==> config.mk <==
export PLATFORM = sky130hd
export DESIGN_NAME = pushbutton_word_entry
export DESIGN_NICKNAME = d
export VERILOG_FILES = /design/src/rtl/pushbutton_word_entry.sv
export SDC_FILE = /design/constraint.sdc
export NUM_CORES = 1
export LEC_CHECK = 0
export CORE_MARGIN = 8
export CORE_UTILIZATION = 40
export CTS_CLUSTER_DIAMETER = 60
export DETAILED_ROUTE_END_ITERATION = 7
export PLACE_DENSITY = 0.63
export SETUP_SLACK_MARGIN = 0.1
export SLEW_MARGIN = 20
export SYNTH_ARGS = -nofsm -noshare
export SYNTH_HDL_FRONTEND = slang
export SYNTH_SLANG_ARGS = --single-unit
==> constraint.sdc <==
create_clock -name clk -period 2.1 [get_ports clk]
set_clock_uncertainty 0.2 [all_clocks]
set_input_delay 0.21 -clock clk [delete_from_list [all_inputs] [get_ports clk]]
set_output_delay 0.21 -clock clk [all_outputs]
set_load 0.02 [all_outputs]
==> src/rtl/pushbutton_word_entry.sv <==
// pushbutton_word_entry: assembles an N-bit word, MSB first, from debounced
// "0" and "1" push-buttons, and hands it to a consumer via valid/ack.
//
// Parameters:
//   N               word width (>= 2)
//   DEBOUNCE_CYCLES stable cycles required before a button level is accepted (>= 2)
//   ROLLING         0: fill-and-hold, bits arriving while full are ignored
//                   1: rolling, bits arriving while full shift in, oldest bit dropped
//
// Ports:
//   clk, reset        clock; synchronous active-high reset
//   btn_zero/btn_one  asynchronous buttons entering a 0 / a 1
//   btn_clear         asynchronous button discarding the partial word
//   btn_undo          asynchronous button removing the last bit
//                     (only when PUSHBUTTON_WORD_ENTRY_UNDO_EN is defined)
//   word_ack          single-cycle consumer acknowledge
//   word_out          assembled word (registered)
//   bit_count         number of valid bits, 0..N (registered)
//   word_valid        high while the word is full
//   conflict          one-cycle pulse when zero and one presses coincide
//
// Optional feature macro: PUSHBUTTON_WORD_ENTRY_UNDO_EN
module pushbutton_word_entry #(
  parameter int unsigned N               = 4,
  parameter int unsigned DEBOUNCE_CYCLES = 16,
  parameter int unsigned ROLLING         = 0
) (
  input  logic                     clk,
  input  logic                     reset,
  input  logic                     btn_zero,
  input  logic                     btn_one,
  input  logic                     btn_clear,
`ifdef PUSHBUTTON_WORD_ENTRY_UNDO_EN
  input  logic                     btn_undo,
`endif
  input  logic                     word_ack,
  output logic [N-1:0]             word_out,
  output logic [$clog2(N+1)-1:0]   bit_count,
  output logic                     word_valid,
  output logic                     conflict
);

  localparam int unsigned CNT_W     = $clog2(N + 1);
  localparam int unsigned DBC_W     = $clog2(DEBOUNCE_CYCLES);
  localparam int unsigned BTN_ZERO  = 0;
  localparam int unsigned BTN_ONE   = 1;
  localparam int unsigned BTN_CLEAR = 2;
`ifdef PUSHBUTTON_WORD_ENTRY_UNDO_EN
  localparam int unsigned BTN_UNDO  = 3;
  localparam int unsigned NB        = 4;
`else
  localparam int unsigned NB        = 3;
`endif

  typedef enum logic {
    FILLING = 1'b0,
    FULL    = 1'b1
  } state_e;

  logic [NB-1:0]    btn_raw;
  logic [NB-1:0]    s1_q, s2_q;
  logic [NB-1:0]    lvl_q, lvl_d;
  logic [NB-1:0]    lvl_dly_q;
  logic [NB-1:0]    pulse_q;
  logic [DBC_W-1:0] dbc_q [NB];
  logic [DBC_W-1:0] dbc_d [NB];

  state_e           state_q, state_d;
  logic [N-1:0]     word_q, word_d;
  logic [CNT_W-1:0] cnt_q, cnt_d;
  logic             conflict_q, conflict_d;

  logic             zero_p, one_p, clear_p;

`ifdef PUSHBUTTON_WORD_ENTRY_UNDO_EN
  logic             undo_p;
  assign btn_raw = {btn_undo, btn_clear, btn_one, btn_zero};
  assign undo_p  = pulse_q[BTN_UNDO];
`else
  assign btn_raw = {btn_clear, btn_one, btn_zero};
`endif

  assign zero_p  = pulse_q[BTN_ZERO];
  assign one_p   = pulse_q[BTN_ONE];
  assign clear_p = pulse_q[BTN_CLEAR];

  // Debounce: a differing level must persist DEBOUNCE_CYCLES compares to be accepted
  always_comb begin
    lvl_d = lvl_q;
    for (int i = 0; i < int'(NB); i++) begin
      dbc_d[i] = '0;
      if (s2_q[i] != lvl_q[i]) begin
        if (dbc_q[i] == DBC_W'(DEBOUNCE_CYCLES - 1)) begin
          lvl_d[i] = s2_q[i];
        end else begin
          dbc_d[i] = dbc_q[i] + DBC_W'(1);
        end
      end
    end
  end

  // Button front end: synchroniser, debounce state, registered rising-edge pulse
  always_ff @(posedge clk) begin
    if (reset) begin
      s1_q      <= '0;
      s2_q      <= '0;
      lvl_q     <= '0;
      lvl_dly_q <= '0;
      pulse_q   <= '0;
      for (int i = 0; i < int'(NB); i++) begin
        dbc_q[i] <= '0;
      end
    end else begin
      s1_q      <= btn_raw;
      s2_q      <= s1_q;
      lvl_q     <= lvl_d;
      lvl_dly_q <= lvl_q;
      pulse_q   <= lvl_q & ~lvl_dly_q;
      for (int i = 0; i < int'(NB); i++) begin
        dbc_q[i] <= dbc_d[i];
      end
    end
  end

  // Word FSM: one action per cycle, clear > ack > (undo) > conflict > bit
  always_comb begin
    word_d     = word_q;
    cnt_d      = cnt_q;
    conflict_d = 1'b0;
    if (clear_p) begin
      word_d = '0;
      cnt_d  = '0;
    end else if (word_ack && (state_q == FULL)) begin
      // A bit arriving with the ack starts the next word
      if (zero_p ^ one_p) begin
        word_d = N'(one_p);
        cnt_d  = CNT_W'(1);
      end else begin
        word_d = '0;
        cnt_d  = '0;
      end
`ifdef PUSHBUTTON_WORD_ENTRY_UNDO_EN
    end else if (undo_p) begin
      if (cnt_q != '0) begin
        word_d = word_q >> 1;
        cnt_d  = cnt_q - CNT_W'(1);
      end
      conflict_d = zero_p | one_p;
`endif
    end else if (zero_p && one_p) begin
      conflict_d = 1'b1;
    end else if (zero_p || one_p) begin
      if (cnt_q != CNT_W'(N)) begin
        word_d = {word_q[N-2:0], one_p};
        cnt_d  = cnt_q + CNT_W'(1);
      end else if (ROLLING != 0) begin
        word_d = {word_q[N-2:0], one_p};
      end
    end
    state_d = (cnt_d == CNT_W'(N)) ? FULL : FILLING;
  end

  always_ff @(posedge clk) begin
    if (reset) begin
      state_q    <= FILLING;
      word_q     <= '0;
      cnt_q      <= '0;
      conflict_q <= 1'b0;
    end else begin
      state_q    <= state_d;
      word_q     <= word_d;
      cnt_q      <= cnt_d;
      conflict_q <= conflict_d;
    end
  end

  assign word_out   = word_q;
  assign bit_count  = cnt_q;
  assign word_valid = (state_q == FULL);
  assign conflict   = conflict_q;

endmodule

Word-level counts from Yosys, hierarchy flattened
Memory sizes are Yosys's and may differ from the RTL's.
Cells that the tools add are included.
Word-level totals
  register bits: 24
  RAM bits: 12
  output and inout bits: 9
  logic and storage cells: 67
  memories kept: 1
Cells by class
  add/subtract/negate cells: 4
  eq/ne operators: 9
  mux-type cells: 25
  bitwise operators: 6
  reduce and logical (&&, ||, !) cells: 11
Memory list
  dbc_q: words 3, width 4, rd ports 3, clocked after memory_dff 0, wr ports 3, line 65  | logic [DBC_W-1:0] dbc_q [NB];
Operators with widths (count)
  $mux 4: 13
  $mux 3: 5
  $add 4x1->4 const B: 3
  $eq 4x4->1 const B: 3
  $mux 1: 7
  $reduce_and 2->1: 3
  $reduce_bool 2->1: 2
  $add 3x1->3 const B: 1
  $and 3x3->3: 1
  $eq 3x3->1 const B: 1
  $ne 1x1->1: 3
  $ne 3x3->1 const B: 1
  $not 3->3: 1
  $or 1x1->1: 3
  $reduce_and 3->1: 1
  $reduce_or 3->1: 1
  $logic_and 1x1->1: 2
  $ne 2x2->1 const B: 1
  $reduce_or 2->1: 1
  $logic_or 1x1->1: 1
  $xor 1x1->1: 1

Logic depth before layout (Yosys ltp)
  depth in word-level cells: 8
  gate-level depth with buffers: 6
  mapped depth without buffers: 6

Least setup slack after synthesis
Ideal clock, no wire load.
  path type: register to register
  from: register cnt_q[0] (netlist: bit_count[0])
  to: register state_q (netlist: word_valid)
  setup time: 0.119 ns
  data arrival time: 1.632 ns
  required time: 1.781 ns
  setup slack: 0.149 ns
  stages on the path, launching flop included: 7
  buffers on the path: 0
  clock period less this slack: 1.951 ns
  path through: dfxtp_1 inv_1 ha_1 a211oi_4 xnor2_1 mux2i_1 o221a_2
On the way
  longest elaborated chain between the ends: 8
  elaborated cells on any way between the ends: 9
Ends and longest elaborated chain
  start: declaration: line 70  | logic [CNT_W-1:0] cnt_q, cnt_d;
  start signal: assignment: line 172  | cnt_q <= cnt_d;
  $add 3x1->3 / $ne 3x3->1 (equally long branches): line 155, 153
  $mux 3: line 153  | if (cnt_q != CNT_W'(N)) begin
  $mux 3: line 152  | end else if (zero_p || one_p) begin
  $mux 3 (*): line 150  | end else if (zero_p && one_p) begin
  $mux 3 (*): line 133  | end else if (word_ack && (state_q == FULL)) begin
  $mux 3 (*): line 130  | if (clear_p) begin
  $eq 3x3->1 (*): line 160  | state_d = (cnt_d == CNT_W'(N)) ? FULL : FILLING;
  $mux 1 (*): line 160
  end signal: assignment: line 170  | state_q <= state_d;
  end: declaration: line 68  | state_e state_q, state_d;
Mark *: on every way between the ends. The rest lies on a longest branch, timed or not.
A chain may end at the register's enable or synchronous reset.

Final worst setup path
  from: register cnt_q[0] (netlist: bit_count[0])
  to: register word_q[0] (netlist: word_out[0])
On the way
  longest elaborated chain between the ends: 3
Ends and longest elaborated chain
  $ne 3x3->1: line 153
  $reduce_bool 2->1 (no line)
  $reduce_and 3->1 (no line)
  end signal: assignment: line 171  | word_q <= word_d;
  end: declaration: line 69  | logic [N-1:0] word_q, word_d;
Every way passes these cells.

==> out/qor.yml <==
drive_gt1_share_pct: 8.05
cts.repair.resized: 0
clk_pin_slew_ps: 100
status: "finished clean"
worst-endpoint-arrival_ps: 1870
synth_top_area_share_pct: 53.7
start_util_pct: 40.8
first_global_vias: 835
worst_pin_slew_ps: 307
first_pass_iters: 4
critPathLaunch: "bit_count[0]$_SDFF_PP0_"
cts_hold_buf: 0
critical_path.max_stage_delay_ps: 400
yosys.area.top_type: "dfxtp_1"
die_area_sq_um: 5460
finalHoldViolations: 0
final_common_cell: "dfxtp_1"
relSlewSlack_pct: 79.5
ff2ff_path_depth: 5
place.gp.congestion: 0.838
leakage_nw: 0.642
syn_nets: 141
seq_area_frac_synth_pct: 53.7
crit_path_end: "word_out[0]$_SDFFE_PP0P_"
critPathLaunchType: "flip-flop"
cts_setup_buffers: 0
reg2reg_from: "bit_count[0]$_SDFF_PP0_"
die_x_um: 73.9
fin_tns_setup_ps: 0
worstPathRequired_ps: 2120
final-setup-viol-count: 0
io_pins: 15
finalCriticalPeriod_ps: 1850
clockBufferDepth: 2
total_power_mw: 1.06
r2r-end: "word_out[0]$_SDFFE_PP0P_"
row_count: 21
h-tree-depth: 2
grt_overflow: 0
ant_nets: 0
slowest_stage: "a2111oi_2"
netlist_instances: 127
endpoint_kind: "flip-flop"
first_iter_violations: 26
maxSlewViolCount: 0
cap_viol_max_count: 0
irDropWorstVdd_mv: 0.360
cts-root-buf: "clkbuf_4"
wire_per_inst_um: 10.7
syn_area_per_cell_sq_um: 10.6
port_buffers: 14
crit_family: "compound AO/OA/AOI/OAI gates"
yosysWarnings: 0
max_freq_mhz: 542
die_h_um: 73.9
dp_hpwl_um: 1540
via_per_inst: 4.48
clock_latency_ps: 330
grt_antenna_before_repair: 0
fin_nets: 163
ys_seq_elements: 36
vias: 874
final_cell_mix: "dfxtp_1 (36), nor2_1 (22), clkdlybuf4s50_1 (14), nor2b_1 (12), mux2i_1 (9)"
totalWireLength_um: 2090
coreArea_sq_um: 3280
cts_inserted_buffers: 5
crit_buf_inv: 1
cp.depth: 5
syn_to_final_growth_pct: 19.0
clkSinkCount: 36
finalCritPeriodShare_pct: 87.9
multi_input_area_sq_um: 591
syn_area_sq_um: 1340
diodes: 0
cts_tree: "done"
r2r_setup_slack_ps: 250
grt_max_degree: 18
grt.total_usage_pct: 8.73
synth_cell_type_count: 20
seqCellArea_sq_um: 721
grt_pass1_wl_um: 3500
fin_hold_ws_ps: 185
hold_path.class: "reg2reg"
drcViolationCount: 0
rsz0062_at_grt: "false"
synth_area_leaders: "dfxtp_1 (54%), ha_1 (7.5%), mux2i_1 (6.7%), nor2_1 (6.2%), nor2b_1 (5.6%)"
powerDensity_nw_per_um2: 662
fillers: 321
crit_fanout: 3
critPathKind: "reg2reg"
path_cells: "inv_1 -> ha_1 -> a211oi_4 -> mux2i_1 -> a2111oi_2"
-- report_power, final --
part	internal (mW)	switching, mW
registers	0.689	0.00334
logic	0.0159	0.0121
clock network	0.123	0.213
-- kinds of logic after synthesis --
family,synth area share [%]
simple gates,19.5
flops,53.7
xor+xnor,6.53
mux,6.72
buf+inv,2.24
fa+ha+maj,7.46
compound gates,3.82
-- per-layer routing --
metal,wire length [um],part of all wire (%),track usage (%),up-vias
met3,114,5.5,4.64,6
li1,-,-,-,455
met4,57,2.7,6.21,0
met5,0,0,0,-
met2,971,47,13.3,13
met1,943,45,9.00,400
-- sequential cells by signal (all words and copies together) (netlist names) --
signal / flops
word_valid: 1
word_out: 4
dbc_q: 12
s2_q: 3
s1_q: 3
pulse_q: 3
lvl_q: 3
conflict: 1
lvl_dly_q: 3
bit_count: 3
-- layout make-up --
| cell class | count | share of cell area (%) |
|---|---|---|
| Multi-Input combinational cell | 83 | 37.0 |
| Sequential cell | 36 | 45.1 |
| Inverter | 7 | 1.65 |
| Clock buffer | 6 | 2.59 |
| Clock inverter | 1 | 0.313 |
| Tap cell | 46 | 3.61 |
| Timing Repair Buffer | 16 | 9.72 |
-- how the worst min path moves through the flow --
stage	startpoint	endpoint	slack, ps	depth (start not counted)
finish	lvl_dly_q[1]$_SDFF_PP0_	pulse_q[1]$_SDFF_PP0_	190	1
global route	lvl_dly_q[0]$_SDFF_PP0_	pulse_q[0]$_SDFF_PP0_	200	1
CTS	lvl_dly_q[0]$_SDFF_PP0_	pulse_q[0]$_SDFF_PP0_	190	1
detailed placement	lvl_dly_q[1]$_SDFF_PP0_	pulse_q[1]$_SDFF_PP0_	180	1
global placement	lvl_dly_q[2]$_SDFF_PP0_	pulse_q[2]$_SDFF_PP0_	170	1
floorplan	reset	word_out[0]$_SDFFE_PP0P_	90	1
-- cells in the mapped netlist --
cell and instances:
dfxtp_1 36, nor2_1 22, nor2b_1 12, mux2i_1 9, ha_1 8, inv_1 7, nand2b_1 5, nand3_1 5
xnor2_1 5, xor2_1 5, and3_1 2, nand2_1 2, nor3_1 2, a2111oi_2 1, a211oi_4 1, a21oi_1 1
and4b_2 1, clkbuf_1 1, o221a_2 1, or3_1 1
-- through the flow --
| stage | std cells | utilization (%) | area, sq um | setup slack [ps] |
|---|---|---|---|---|
| CTS | 195 | 48.6 | 1600 | 250 |
| global route | 195 | 48.6 | 1600 | 158 |
| global placement | 188 | 47.2 | 1550 | 366 |
| detailed placement | 188 | 47.2 | 1550 | 303 |
| floorplan | 127 | - | 1340 | 149 |
| finish | 195 | 48.6 | 1600 | 255 |
Power figures use the tool's default switching activity.
